### src/rtl/clk_divider_bank.sv
// Bank of NCH programmable clock dividers sharing one system clock.
// Each channel emits a square wave or a strobe; divisor updates are shadow-loaded.

module clk_divider_ch #(
  parameter int          WIDTH       = 28,
  parameter int unsigned DEFAULT_DIV = 24999999
) (
  input  logic             clk_i,
  input  logic             rst_n_i,
  input  logic             en_i,
  input  logic             mode_i,
  input  logic             sync_i,
  input  logic             wr_i,
  input  logic [WIDTH-1:0] data_i,
  output logic             clk_out_o,
  output logic             pend_o
);
  logic [WIDTH-1:0] cnt_q, cnt_d, act_q, act_d, pnd_q, pnd_d;
  logic             out_q, out_d, pend_q, pend_d;
  logic             term, restart, apply;

  always_comb begin
    restart = sync_i | ~en_i;
    term    = (cnt_q == act_q);
    // Shadow divisor only lands where cnt returns to 0, so cnt never exceeds act.
    apply   = pend_q & (restart | term);
    pnd_d   = wr_i ? data_i : pnd_q;
    act_d   = apply ? pnd_d : act_q;
    pend_d  = apply ? 1'b0 : (pend_q | wr_i);
    cnt_d   = cnt_q + WIDTH'(1);
    out_d   = mode_i ? 1'b0 : out_q;
    if (restart) begin
      cnt_d = '0;
      out_d = 1'b0;
    end else if (term) begin
      cnt_d = '0;
      out_d = mode_i ? 1'b1 : ~out_q;
    end
  end

  always_ff @(posedge clk_i or negedge rst_n_i) begin
    if (!rst_n_i) begin
      cnt_q  <= '0;
      act_q  <= WIDTH'(DEFAULT_DIV);
      pnd_q  <= WIDTH'(DEFAULT_DIV);
      out_q  <= 1'b0;
      pend_q <= 1'b0;
    end else begin
      cnt_q  <= cnt_d;
      act_q  <= act_d;
      pnd_q  <= pnd_d;
      out_q  <= out_d;
      pend_q <= pend_d;
    end
  end

  assign clk_out_o = out_q;
  assign pend_o    = pend_q;
endmodule

module clk_divider_bank #(
  parameter int          NCH         = 4,
  parameter int          WIDTH       = 28,
  parameter int unsigned DEFAULT_DIV = 24999999,
  parameter int          SEL_W       = 2
) (
  input  logic             clk_i,
  input  logic             rst_n_i,
  input  logic [NCH-1:0]   en_i,
  input  logic [NCH-1:0]   mode_i,
  input  logic             sync_i,
  input  logic             div_wr_i,
  input  logic [SEL_W-1:0] div_sel_i,
  input  logic [WIDTH-1:0] div_data_i,
  output logic [NCH-1:0]   clk_out_o,
  output logic [NCH-1:0]   pend_o
);
  logic [NCH-1:0] wr_hit;

  for (genvar i = 0; i < NCH; i++) begin : g_ch
    // Out-of-range selects match no channel and are dropped.
    assign wr_hit[i] = div_wr_i & (div_sel_i == SEL_W'(i));

    clk_divider_ch #(
      .WIDTH      (WIDTH),
      .DEFAULT_DIV(DEFAULT_DIV)
    ) u_ch (
      .clk_i    (clk_i),
      .rst_n_i  (rst_n_i),
      .en_i     (en_i[i]),
      .mode_i   (mode_i[i]),
      .sync_i   (sync_i),
      .wr_i     (wr_hit[i]),
      .data_i   (div_data_i),
      .clk_out_o(clk_out_o[i]),
      .pend_o   (pend_o[i])
    );
  end
endmodule
### config.mk
export PLATFORM = sky130hd
export DESIGN_NAME = clk_divider_bank
export DESIGN_NICKNAME = d
export VERILOG_FILES = /design/src/rtl/clk_divider_bank.sv
export SDC_FILE = /design/constraint.sdc
export NUM_CORES = 1
export LEC_CHECK = 0
export BUFFER_PORTS_ARGS = -buffer_cell sky130_fd_sc_hd__buf_2
export CAP_MARGIN = 5
export CORE_ASPECT_RATIO = 0.7
export CORE_UTILIZATION = 67
export DETAILED_ROUTE_END_ITERATION = 16
export MAX_ROUTING_LAYER = met4
export PLACE_DENSITY_LB_ADDON = 0.1
export SYNTH_ARGS = -nofsm -noshare
export SYNTH_HDL_FRONTEND = slang
export SYNTH_SLANG_ARGS = --single-unit
### constraint.sdc
create_clock -name clk_i -period 3.65 [get_ports clk_i]
set_clock_uncertainty 0.2 [all_clocks]
set_input_delay 0.1825 -clock clk_i [delete_from_list [all_inputs] [get_ports clk_i]]
set_output_delay 0.1825 -clock clk_i [all_outputs]
set_load 0.01 [all_outputs]
### Word-level counts from Yosys, hierarchy flattened

Cells that the tools add are included.

* register bits after elaboration: 344
* input bits: 42
* output and inout port bits: 8
* logic and storage cells: 96

* $add $sub $neg: 4
* equal/unequal tests: 7
* muxes and demuxes: 32
* bitwise logic cells: 28
* reductions and logical operators: 5

Operator list (count)
* $mux 28: 12
* $add 28x1->28 const B: 4
* $eq 28x28->1: 4
* $mux 1: 20
* $or 1x1->1: 12
* $reduce_bool 3->1: 4
* $and 1x1->1: 8
* $not 1->1: 8
* $eq 2x2->1 const B: 2
* $eq 2x1->1 const B: 1
* $logic_not 2->1: 1

### Longest topological paths before layout

Gate-level depths: netlist of the first run.

* depth in word-level cells: 5
* depth in mapped cells: 8
* mapped depth without buffers: 6

### By module

A second synthesis of the first run with hierarchy kept.

* cell total of the unflattened synthesis: 1205
* area, all modules: 15949.0 sq um

Modules (own cells, without submodules)
* clk_divider_ch (g_ch[1].u_ch ...): instances 3, cells an instance 301, area each 3982.6 sq um, sequential area each 2194.6 sq um
* clk_divider_ch (g_ch[0].u_ch): instances 1, cells an instance 298, area each 3963.8 sq um, sequential area each 2194.6 sq um
* clk_divider_bank: instances 1, cells an instance 4, area each 37.5 sq um, sequential area each 0.0 sq um

### Worst setup path before layout of the first run

Ideal clock, no wire load.

* kind: register to register
* start: reg g_ch[0].u_ch.cnt_q[9]
* end: reg g_ch[0].u_ch.act_q[23]
* data arrival time: 1.978 ns
* required time: 3.325 ns
* setup slack: 1.347 ns
* cell stages (with the launch flop): 9
* buffers on the path: 3
* period minus slack after synthesis: 2.303 ns
* cells stage by stage: dfrtp_1 > clkbuf_1 > xor2_1 > nor4_1 > nand4_1 > o21ai_1 > buf_2 > buf_4 > mux2_2

* cells in the longest elaborated chain, start to end: 3

RTL lines
* start: declaration: line 18 `logic [WIDTH-1:0] cnt_q, cnt_d, act_q, act_d, pnd_q, pnd_d;`
* start signal: assignment: line 49 `cnt_q <= cnt_d;`
* $eq 28x28->1: line 24 `term = (cnt_q == act_q);`
* $or 1x1->1: line 26 `apply = pend_q & (restart | term);`
* $and 1x1->1: line 26
* end signal: assignment: line 44 `act_q <= WIDTH'(DEFAULT_DIV);`
* end signal: assignment: line 50 `act_q <= act_d;`
* end: declaration: line 18

Every way passes these cells.
A chain may end at the register's enable or synchronous reset.

### Worst setup path after layout of the first run

* start: reg g_ch[2].u_ch.cnt_q[13]
* end: reg g_ch[2].u_ch.out_q

* cells in the longest elaborated chain, start to end: 3
* elaborated cells on any way between the ends: 4

RTL lines
* start: declaration: line 18
* start signal: assignment: line 49
* $eq 28x28->1 *: line 24
* $mux 1: line 35 `end else if (term) begin`
* $mux 1: line 32 `if (restart) begin`
* end signal: assignment: line 52 `out_q <= out_d;`
* end: declaration: line 19 `logic out_q, out_d, pend_q, pend_d;`

Mark *: on every way between the ends. The rest lies on a longest branch, timed or not.

==> results of run 1 <==
synth_stat cells:
library cell,number
nor3b_1,10
a21oi_1,9
nor4_1,34
clkbuf_2,1
or4_4,1
nand4_4,1
buf_2,8
o21ai_1,2
nor4b_1,2
nand2_1,32
and4_4,1
dfstp_2,136
nor4_2,2
nor3_1,16
inv_1,17
nor4_4,1
and4_1,10
ha_1,4
xor2_1,155
o21bai_2,4
or3_1,9
and3_1,12
dfrtp_1,208
clkbuf_1,25
xnor2_1,59
buf_4,13
nor2b_1,5
nor2_1,130
nand4_1,35
nand3_1,41
buf_1,1
nand3b_1,2
mux2_2,224
o21ai_0,8
nand2b_1,4
sequential cells by signal (all words and copies together), names as in the netlist:
register and count:
g_ch.u_ch.act_q 112, g_ch.u_ch.cnt_q 112, g_ch.u_ch.pend_o 4, g_ch.u_ch.pnd_q 112, g_ch.u_ch.clk_out_o 4
timing repair:
action	4_1_cts	5_1_grt
endpoints found under the hold margin	302	0
hold buffers	40	0
buffers inserted	0	0
power by group:
group,leakage (nW),internal (W),switching [W]
Combinational,2.77,0.00125,0.00103
Sequential,4.14,0.00510,0.000597
Clock,0.524,0.00195,0.00139
Total,7.44,0.00830,0.00302
worst max-delay path: stages (launching register included):
cell and delay [ps]:
dfrtp_1 450, xor2_1 200, nor4_1 490, nand4_1 310, or3_1 430, a21oi_1 190
dlygate4sd3_1 580
path summary, 6_finish.rpt:
kind / start / endpoint / slack, ps
hold reg to reg: g_ch[1].u_ch.pnd_q[10] / g_ch[1].u_ch.pnd_q[10] / 290
setup / recovery: g_ch[2].u_ch.cnt_q[13] / g_ch[2].u_ch.clk_out_o / 720
setup reg to reg: g_ch[2].u_ch.cnt_q[13] / g_ch[2].u_ch.clk_out_o / 720
max in group asynchronous: rst_n_i / g_ch[0].u_ch.act_q[19] / 2270
min in group clk_i: en_i[0] / g_ch[0].u_ch.cnt_q[1] / 40
hold / removal: rst_n_i / g_ch[2].u_ch.cnt_q[6] / 20
cell usage in the layout (no fill, tap or decap), drive strengths merged, types with 2 or more instances in the layout:
| cell type | Yosys | routed |
|---|---|---|
| nand2b | 4 | 4 |
| nand2 | 32 | 32 |
| dlygate4sd3 | 0 | 40 |
| or3 | 9 | 9 |
| o21bai | 4 | 4 |
| mux2 | 224 | 224 |
| o21ai | 10 | 10 |
| xor2 | 155 | 155 |
| bufinv | 0 | 2 |
| buf | 22 | 64 |
| nor2b | 5 | 5 |
| nor3b | 10 | 10 |
| nand4 | 36 | 36 |
| and4 | 11 | 11 |
| inv | 17 | 17 |
| ha | 4 | 4 |
| clkinv | 0 | 6 |
| clkbuf | 26 | 48 |
| dfrtp | 208 | 208 |
| nor3 | 16 | 16 |
| dfstp | 136 | 136 |
| nand3b | 2 | 2 |
| and3 | 12 | 12 |
| nor4 | 37 | 37 |
| xnor2 | 59 | 59 |
| nand3 | 41 | 41 |
| a21oi | 9 | 9 |
| nor4b | 2 | 2 |
| diode | 0 | 2 |
| nor2 | 130 | 130 |
final cells by class:
| class | instances | share of cell area |
|---|---|---|
| Clock inverter | 9 | 0.00557 |
| Inverter | 17 | 0.00364 |
| Sequential cell | 344 | 0.501 |
| Antenna cell | 2 | 0.000286 |
| Timing Repair Buffer | 104 | 0.0467 |
| Tap cell | 312 | 0.0223 |
| Multi-Input combinational cell | 813 | 0.366 |
| Clock buffer | 48 | 0.0549 |
through the flow:
step	hold slack [ps]	cell area, um2	std cells
3_5_place_dp	36.7	16100	1550
6_report	20.9	17500	1649
2_1_floorplan	-313	15500	1222
4_1_cts	32.3	17500	1647
3_3_place_gp	34.4	16100	1550
5_1_grt	86.6	17500	1648
metal layers:
metal | vias to the layer above | GRT usage | part of all wire
li1 | 4384 | - | -
met1 | 4934 | 0.424 | 0.46
met2 | 213 | 0.494 | 0.48
met3 | 46 | 0.0464 | 0.051
met4 | 0 | 0.0564 | 0.015
met5 | - | - | 0
cells by family after synthesis:
kind of cell	synth area share
compound gates	0.00906
xor+xnor	0.121
fa+ha+maj	0.00324
buf+inv	0.0197
flops	0.568
mux	0.163
simple gates	0.116
==> results.sh, run 1 <==
export IMPL_path_clk_slew_ps=70
export IMPL_place_gp_congestion=0.833
export IMPL_r2r_cells=6
export IMPL_routed_wl_um=33800
export IMPL_core_area_mm2=0.0226
export IMPL_power_density_mw_per_mm2=646
export IMPL_h_tree_depth=1
export IMPL_synthToLayoutAreaGrowth_pct=13.3
export IMPL_ant_nets=0
export IMPL_yosysTopAreaCellShare=0.337
export IMPL_hold_class="primary input to asynchronous set/reset pin"
export IMPL_post_place_ws_ps=854
export IMPL_grt_start_max_net_pins=90
export IMPL_max_cap_viol_count=0
export IMPL_vias_per_cell=5.81
export IMPL_seqCellArea_mm2=0.00878
export IMPL_path_class="flip-flop to flip-flop"
export IMPL_wire_per_inst_um=20.5
export IMPL_slew_viol_final=0
export IMPL_cts_num_sinks=344
export IMPL_ctsResizeCount=0
export IMPL_cts_buffer_depth=3
export IMPL_setup_viol=0
export IMPL_syn_num_nets=1268
export IMPL_yosys_warnings=0
export IMPL_hpwl_um=22300
export IMPL_fp_dieH_um=129
export IMPL_cp_data_arrival_time_ps=3220
export IMPL_start_kind="flip-flop"
export IMPL_antenna_found_initial=2
export IMPL_post_route_util=0.775
export IMPL_ys_seq_elements=344
export IMPL_num_vias=9577
export IMPL_grt_total_usage=0.307
export IMPL_nets=1357
export IMPL_cp_required_ps=3940
export IMPL_port_buffers=49
export IMPL_hold_viol=0
export IMPL_clock_fmax_mhz=341
export IMPL_syn_avg_cell_area_um2=12.7
export IMPL_p_leak_nw=7.44
export IMPL_fp_dieW_um=184
export IMPL_insertion_delay_ps=550
export IMPL_rsz0062_at_grt="no"
export IMPL_timing_final_crit_share=0.803
export IMPL_yosysSeqAreaShare=0.568
export IMPL_relSlewSlack=0.438
export IMPL_total_power_w=0.0113
export IMPL_die_area_mm2=0.0237
export IMPL_num_io_pins=50
export IMPL_fin_crit_ps=2930
export IMPL_synthCells=1222
export IMPL_dr_pass1_iters=5
export IMPL_ys_types=35
export IMPL_drt_iter0_markers=611
export IMPL_drive_above_1_share=0.366
export IMPL_tightestPinTransition_ps=836
export IMPL_status="completed"
export IMPL_cts_tree="built"
export IMPL_synth_area_leaders="dfrtp_1 34%, dfstp_2 23%, mux2_2 16%"
export IMPL_cp_max_fo=6
export IMPL_setup_ws_ps=718
export IMPL_finalSetupTns_ps=0
export IMPL_start_util=0.684
export IMPL_clockRootBuffer="clkbuf_16"
export IMPL_cts_made_buffers=31
export IMPL_multiInputGateArea_mm2=0.00640
export IMPL_row_count=46
export IMPL_grt_pass1_vias=9790
export IMPL_gr_total_overflow=0
export IMPL_n_fill_cell=1474
export IMPL_ir_worst_vdd_mv=0.512
export IMPL_route_detailed_drc=0
export IMPL_syn_area_mm2=0.0155
export IMPL_synth_top_cell_by_area="dfrtp_1"
export IMPL_endpoint_kind="flip-flop"
export IMPL_grt_first_pass_wirelength_um=53800
(Power assumes the default switching activity.)
==> inputs of run 2 (changes only) <==
- ABC_AREA: not set -> 1
- CORE_UTILIZATION: 67 -> 57
- clock period: 3.65 -> 2.4 ns (I/O delays scaled with it)
==> results.sh, run 2 <==
export IMPL_rsz0062_at_grt="no"
export IMPL_n_fill_cell=2486
export IMPL_ys_flop_type="dfrtp_1"
export IMPL_hpwl_um=30700
export IMPL_layout_common_cells="693 x nand2_1, 212 x inv_1, 208 x dfrtp_1"
export IMPL_ys_seq_elements=344
export IMPL_worst_path_stages=10
export IMPL_final_common_cell="nand2_1"
export IMPL_hold_viol=0
export IMPL_path_clk_slew_ps=70
export IMPL_route_detailed_drc=0
export IMPL_synth_top_cell_by_area="dfrtp_1"
export IMPL_cp_top_family="simple AND/OR/NAND/NOR gates"
export IMPL_ys_types=33
export IMPL_die_area_mm2=0.0304
export IMPL_drive_above_1_share=0.144
export IMPL_hold_start="div_wr_i"
export IMPL_setup_ws_ps=116
export IMPL_pwr_share_comb=0.194
export IMPL_cp_data_arrival_time_ps=2500
export IMPL_core_area_mm2=0.0291
export IMPL_rr_startpoint="g_ch[1].u_ch.act_q[13]"
export IMPL_port_buffers=49
export IMPL_intPower_w=0.0117
export IMPL_fin_crit_ps=2280
export IMPL_relSlewSlack=0.632
export IMPL_nets=2257
export IMPL_routed_wl_um=43800
export IMPL_cts_buffer_depth=3
export IMPL_tightestPinTransition_ps=552
export IMPL_insertion_delay_ps=530
export IMPL_wire_per_inst_um=16.7
export IMPL_cpPeakStageDelay_ps=580
export IMPL_ant_nets=0
export IMPL_syn_num_nets=2163
export IMPL_cts_num_sinks=344
export IMPL_post_place_ws_ps=138
export IMPL_total_power_w=0.0167
export IMPL_grt_pass1_vias=13400
export IMPL_start_kind="flip-flop"
export IMPL_status="completed"
export IMPL_syn_area_mm2=0.0169
export IMPL_cts_tree="built"
export IMPL_path_class="flip-flop to flip-flop"
export IMPL_seqCellArea_mm2=0.00878
export IMPL_p_clk_frac=0.323
export IMPL_h_tree_depth=2
export IMPL_slowest_stage="dlygate4sd3_1"
export IMPL_grt_start_max_net_pins=83
export IMPL_row_count=52
export IMPL_swShare=0.303
export IMPL_yosysTopAreaCellShare=0.307
export IMPL_clock_fmax_mhz=438
export IMPL_yosys_warnings=0
export IMPL_setup_viol=0
export IMPL_r2r_cells=10
export IMPL_cp_required_ps=2620
export IMPL_finalSetupTns_ps=0
export IMPL_crit_chain="nand2_1, nand2_1, nand2_1, nor2_2, nand2_1, nor2_2, nand2_2, nand4_1, dlygate4sd3_1, nand2_1"
export IMPL_reg_top3="g_ch.u_ch.act_q (112), g_ch.u_ch.cnt_q (112), g_ch.u_ch.pnd_q (112)"
export IMPL_cp_num_buf_inv=1
export IMPL_grt_first_pass_wirelength_um=71700
export IMPL_p_sw_w=0.00506
export IMPL_cpMostUsedCell="nand2_1"
export IMPL_async_reset_ff_frac=1.00
export IMPL_slew_viol_final=0
export IMPL_clockRootBuffer="clkbuf_16"
export IMPL_gr_total_overflow=0
export IMPL_synth_most_common_cell="nand2_1"
export IMPL_cts_made_buffers=35
export IMPL_pwr_share_seq=0.483
export IMPL_vias_per_cell=5.29
export IMPL_synth_edff_count=0
export IMPL_cp_startpoint="g_ch[1].u_ch.act_q[13]"
export IMPL_hold_ws_ps=28.3
export IMPL_synth_common_cells="694 x nand2_1, 214 x inv_1, 208 x dfrtp_1"
export IMPL_timing_final_crit_share=0.952
export IMPL_yosysSeqAreaShare=0.518
export IMPL_num_vias=13800
export IMPL_endpoint_kind="flip-flop"
export IMPL_synth_area_leaders="dfrtp_1 31%, dfstp_2 21%, nand2_1 15%"
export IMPL_num_io_pins=50
export IMPL_hold_depth=6
export IMPL_fp_dieH_um=146
export IMPL_drt_iter0_markers=1182
export IMPL_cp_max_fo=5
export IMPL_max_cap_viol_count=0
export IMPL_hold_class="primary input to flip-flop"
export IMPL_place_gp_congestion=0.943
export IMPL_fp_dieW_um=208
export IMPL_syn_avg_cell_area_um2=8.00
export IMPL_power_density_mw_per_mm2=870
export IMPL_grt_total_usage=0.309
export IMPL_synthToLayoutAreaGrowth_pct=13.5
export IMPL_ir_worst_vdd_mv=0.623
export IMPL_p_leak_nw=8.80
export IMPL_synthCells=2117
export IMPL_start_util=0.582
export IMPL_dr_pass1_iters=7
export IMPL_antenna_found_initial=6
export IMPL_multiInputGateArea_mm2=0.00689
==> run 2: cell count changes after synthesis, moves of 14 or more <==
cell,before,now
nor2_1,130,207
nand2_1,32,694
nand3_1,41,164
o21ai_0,8,117
nor4_1,34,7
inv_1,17,214
nor3_1,16,74
xor2_1,155,46
xnor2_1,59,73
mux2_2,224,0
==> run 2: kinds of logic (layout without fill, tap and decap cells) <==
family          Yosys count  after routing  share of synthesized area
fa+ha+maj                 4              4                    0.00295
flops                   344            344                      0.518
buf+inv                 302            421                     0.0765
xor+xnor                119            119                     0.0615
simple gates           1207           1207                      0.298
compound gates          141            141                     0.0425
other cells               0              4                          0
==> run 2: final timing paths <==
path                       slack, ps                      to
min reg2reg                      270  g_ch[2].u_ch.act_q[11]
max                              120  g_ch[1].u_ch.clk_out_o
min in group asynchronous        110  g_ch[0].u_ch.act_q[21]
min                               30     g_ch[2].u_ch.pend_o
max in group asynchronous       1360  g_ch[0].u_ch.pnd_q[18]
max reg2reg                      120  g_ch[1].u_ch.clk_out_o
==> run 2: worst reg2reg max path, cell delays in order, from the launching register on <==
cell and delay, ps:
dfstp_2 540, nand2_1 60, nand2_1 70, nand2_1 60, nor2_2 130, nand2_1 90
nor2_2 160, nand2_2 120, nand4_1 110, dlygate4sd3_1 580, nand2_1 60
==> run 2: metrics by stage <==
stage / utilization / instance area, um2 / instances
floorplan: - / 16900 / 2117
global placement: 0.604 / 17600 / 2504
detailed placement: 0.604 / 17600 / 2504
CTS: 0.660 / 19200 / 2614
global route: 0.661 / 19200 / 2614
finish: 0.661 / 19200 / 2618
==> run 2: layer usage <==
metal / vias to the layer above / routed length, um / global-route usage
met4: 0 / 854 / 0.0726
met5: - / 0 / -
met2: 369 / 18300 / 0.430
met3: 64 / 2740 / 0.0495
met1: 6596 / 21900 / 0.470
li1: 6810 / - / -
==> run 2: area by class of cell <==
| class | instances | area share |
|---|---|---|
| Clock inverter | 9 | 0.00260 |
| Antenna cell | 4 | 0.000521 |
| Clock buffer | 53 | 0.0560 |
| Sequential cell | 344 | 0.457 |
| Inverter | 223 | 0.0435 |
| Tap cell | 378 | 0.0246 |
| Timing Repair Buffer | 136 | 0.0577 |
| Multi-Input combinational cell | 1471 | 0.359 |
==> run 2: repair_timing <==
action / in CTS / in global routing
hold buffers: 48 / 0
endpoints found under the hold margin: 374 / 0
setup endpoints to repair: 0 / 48
gates resized for setup: 0 / 9
setup buffers: 0 / 0
==> run 2: power by group through the flow <==
stage	Clock, W	Combinational [W]	Sequential [W]
finish	0.00540	0.00324	0.00808
global route	0.00574	0.00376	0.00821
CTS	0.00550	0.00324	0.00807
detailed placement	0	0.00316	0.00815
global placement	0	0.00305	0.00813
floorplan	0	0.00250	0.00786
==> inputs of run 3 (changes only) <==
- CELL_PAD_IN_SITES_DETAIL_PLACEMENT: not set -> 1
- CELL_PAD_IN_SITES_GLOBAL_PLACEMENT: not set -> 1
- CORE_UTILIZATION: 57 -> 47
- clock period: 2.4 -> 2.5 ns (I/O delays scaled with it)
==> results.sh, run 3 (synthesis gave the netlist of run 2 again) <==
export IMPL_relSlewSlack=0.551
export IMPL_drive_above_1_share=0.143
export IMPL_cpPeakStageDelay_ps=460
export IMPL_cts_tree="built"
export IMPL_cp_required_ps=2770
export IMPL_grt_pass1_vias=15200
export IMPL_pwr_share_comb=0.200
export IMPL_status="completed"
export IMPL_wire_per_inst_um=19.0
export IMPL_path_class="flip-flop to flip-flop"
export IMPL_endpoint_kind="flip-flop"
export IMPL_p_sw_w=0.00519
export IMPL_place_gp_congestion=0.905
export IMPL_intPower_w=0.0113
export IMPL_vias_per_cell=5.25
export IMPL_finalSetupTns_ps=0
export IMPL_fin_crit_ps=2360
export IMPL_dr_pass1_iters=6
export IMPL_hpwl_um=36100
export IMPL_routed_wl_um=51500
export IMPL_num_vias=14200
export IMPL_max_cap_viol_count=0
export IMPL_setup_ws_ps=138
export IMPL_cp_top_family="simple AND/OR/NAND/NOR gates"
export IMPL_row_count=57
export IMPL_insertion_delay_ps=540
export IMPL_path_clk_slew_ps=60
export IMPL_grt_total_usage=0.300
export IMPL_crit_chain="xnor2_1, nand4_1, nor2_1, nand2_2, nand2_4, buf_12, nand3_1, nand2_1"
export IMPL_ant_nets=0
export IMPL_slowest_stage="dfrtp_1"
export IMPL_clock_fmax_mhz=423
export IMPL_timing_final_crit_share=0.945
export IMPL_met1_usage=0.422
export IMPL_fp_dieH_um=161
export IMPL_postCtsSetupRepairBufs=0
export IMPL_cp_data_arrival_time_ps=2630
export IMPL_power_density_mw_per_mm2=853
export IMPL_gr_total_overflow=0
export IMPL_core_area_mm2=0.0351
export IMPL_slew_viol_final=0
export IMPL_post_place_ws_ps=104
export IMPL_clockRootBuffer="clkbuf_16"
export IMPL_final_common_cell="nand2_1"
export IMPL_ir_worst_vdd_mv=0.469
export IMPL_nets=2259
export IMPL_start_kind="flip-flop"
export IMPL_layout_common_cells="693 x nand2_1, 214 x inv_1, 207 x dfrtp_1"
export IMPL_cts_made_buffers=37
export IMPL_hold_class="primary input to asynchronous set/reset pin"
export IMPL_antenna_found_initial=5
export IMPL_grt_first_pass_wirelength_um=84400
export IMPL_cts_num_sinks=344
export IMPL_p_leak_nw=8.82
export IMPL_reg_top3="g_ch.u_ch.act_q (112), g_ch.u_ch.cnt_q (112), g_ch.u_ch.pnd_q (112)"
export IMPL_tightestPinTransition_ps=674
export IMPL_grt_start_max_net_pins=58
export IMPL_pwr_share_seq=0.471
export IMPL_h_tree_depth=2
export IMPL_cts_buffer_depth=3
export IMPL_swShare=0.314
export IMPL_drt_iter0_markers=848
export IMPL_cp_num_buf_inv=1
export IMPL_cp_max_fo=44
export IMPL_fp_dieW_um=229
export IMPL_die_area_mm2=0.0368
export IMPL_grt_busiest_layer="met2"
export IMPL_rsz0062_at_grt="no"
export IMPL_num_io_pins=50
export IMPL_gr_usage_met2=0.459
export IMPL_setup_viol=0
export IMPL_met3_usage=0.0405
export IMPL_hold_viol=0
export IMPL_port_buffers=49
export IMPL_start_util=0.483
export IMPL_route_detailed_drc=0
export IMPL_synthToLayoutAreaGrowth_pct=14.5
export IMPL_p_clk_frac=0.329
## run 3: cell type report
type	count	area (um2)
clock buffer	56	1090
antenna	1	2.50
timing repair buffer	136	1120
fill	4304	15700
inverter	223	837
tap	472	591
sequential	344	8780
clock inverter	9	81.3
multi-input combinational	1471	6890
## run 3: metrics by stage
stage	hold WS, ps	utilization	area, um2	power, W	std cells
final	132	0.553	19400	0.0165	2712
after CTS	141	0.552	19400	0.0167	2711
after global routing	153	0.552	19400	0.0175	2711
after detailed placement	-70.9	0.505	17700	0.0111	2599
after floorplan	-371	-	16900	0.00995	2117
after global placement	-66.3	0.505	17700	0.0109	2599
## run 3: worst register-to-register path, delay by kind of cell, from the launching register on
kind / cells / cell delay, ps
and+or+nand+nor: 6 / 1050
DFF: 1 / 460
xor gates and xnor gates: 1 / 320
buffers and inverters: 1 / 260
## run 3: per-layer routing
metal  up-vias  wire length, um
li1       6801                -
met5         -                0
met4         0             1170
met3        79             2410
met2       257            23200
met1      7105            24700
## run 3: what timing repair did
| action | 4_1_cts | 5_1_grt |
|---|---|---|
| setup endpoints to repair | 0 | 20 |
| hold buffers | 47 | 0 |
| hold endpoints to repair | 357 | 0 |
| gates resized for setup | 0 | 4 |
## run 3: worst paths after layout
kind                            cells after the start  slack (ps)              startpoint                endpoint
max in group asynchronous                           3        1460                 rst_n_i  g_ch[3].u_ch.act_q[18]
worst min-delay path                                2         130                 rst_n_i  g_ch[0].u_ch.act_q[14]
worst max-delay path                                8         140  g_ch[0].u_ch.cnt_q[14]  g_ch[0].u_ch.act_q[20]
min in group clk_i                                  5         210               mode_i[0]  g_ch[0].u_ch.clk_out_o
worst min register to register                      2         270   g_ch[2].u_ch.act_q[5]   g_ch[2].u_ch.act_q[5]
worst max register to register                      8         140  g_ch[0].u_ch.cnt_q[14]  g_ch[0].u_ch.act_q[20]
## run 3: power groups by stage
| stage | sequential [W] | combinational, W | clock, W |
|---|---|---|---|
| after floorplan | 0.00755 | 0.00240 | 0 |
| after global placement | 0.00783 | 0.00305 | 0 |
| after detailed placement | 0.00786 | 0.00322 | 0 |
| after CTS | 0.00779 | 0.00333 | 0.00555 |
| after global routing | 0.00790 | 0.00378 | 0.00577 |
| final | 0.00779 | 0.00331 | 0.00544 |
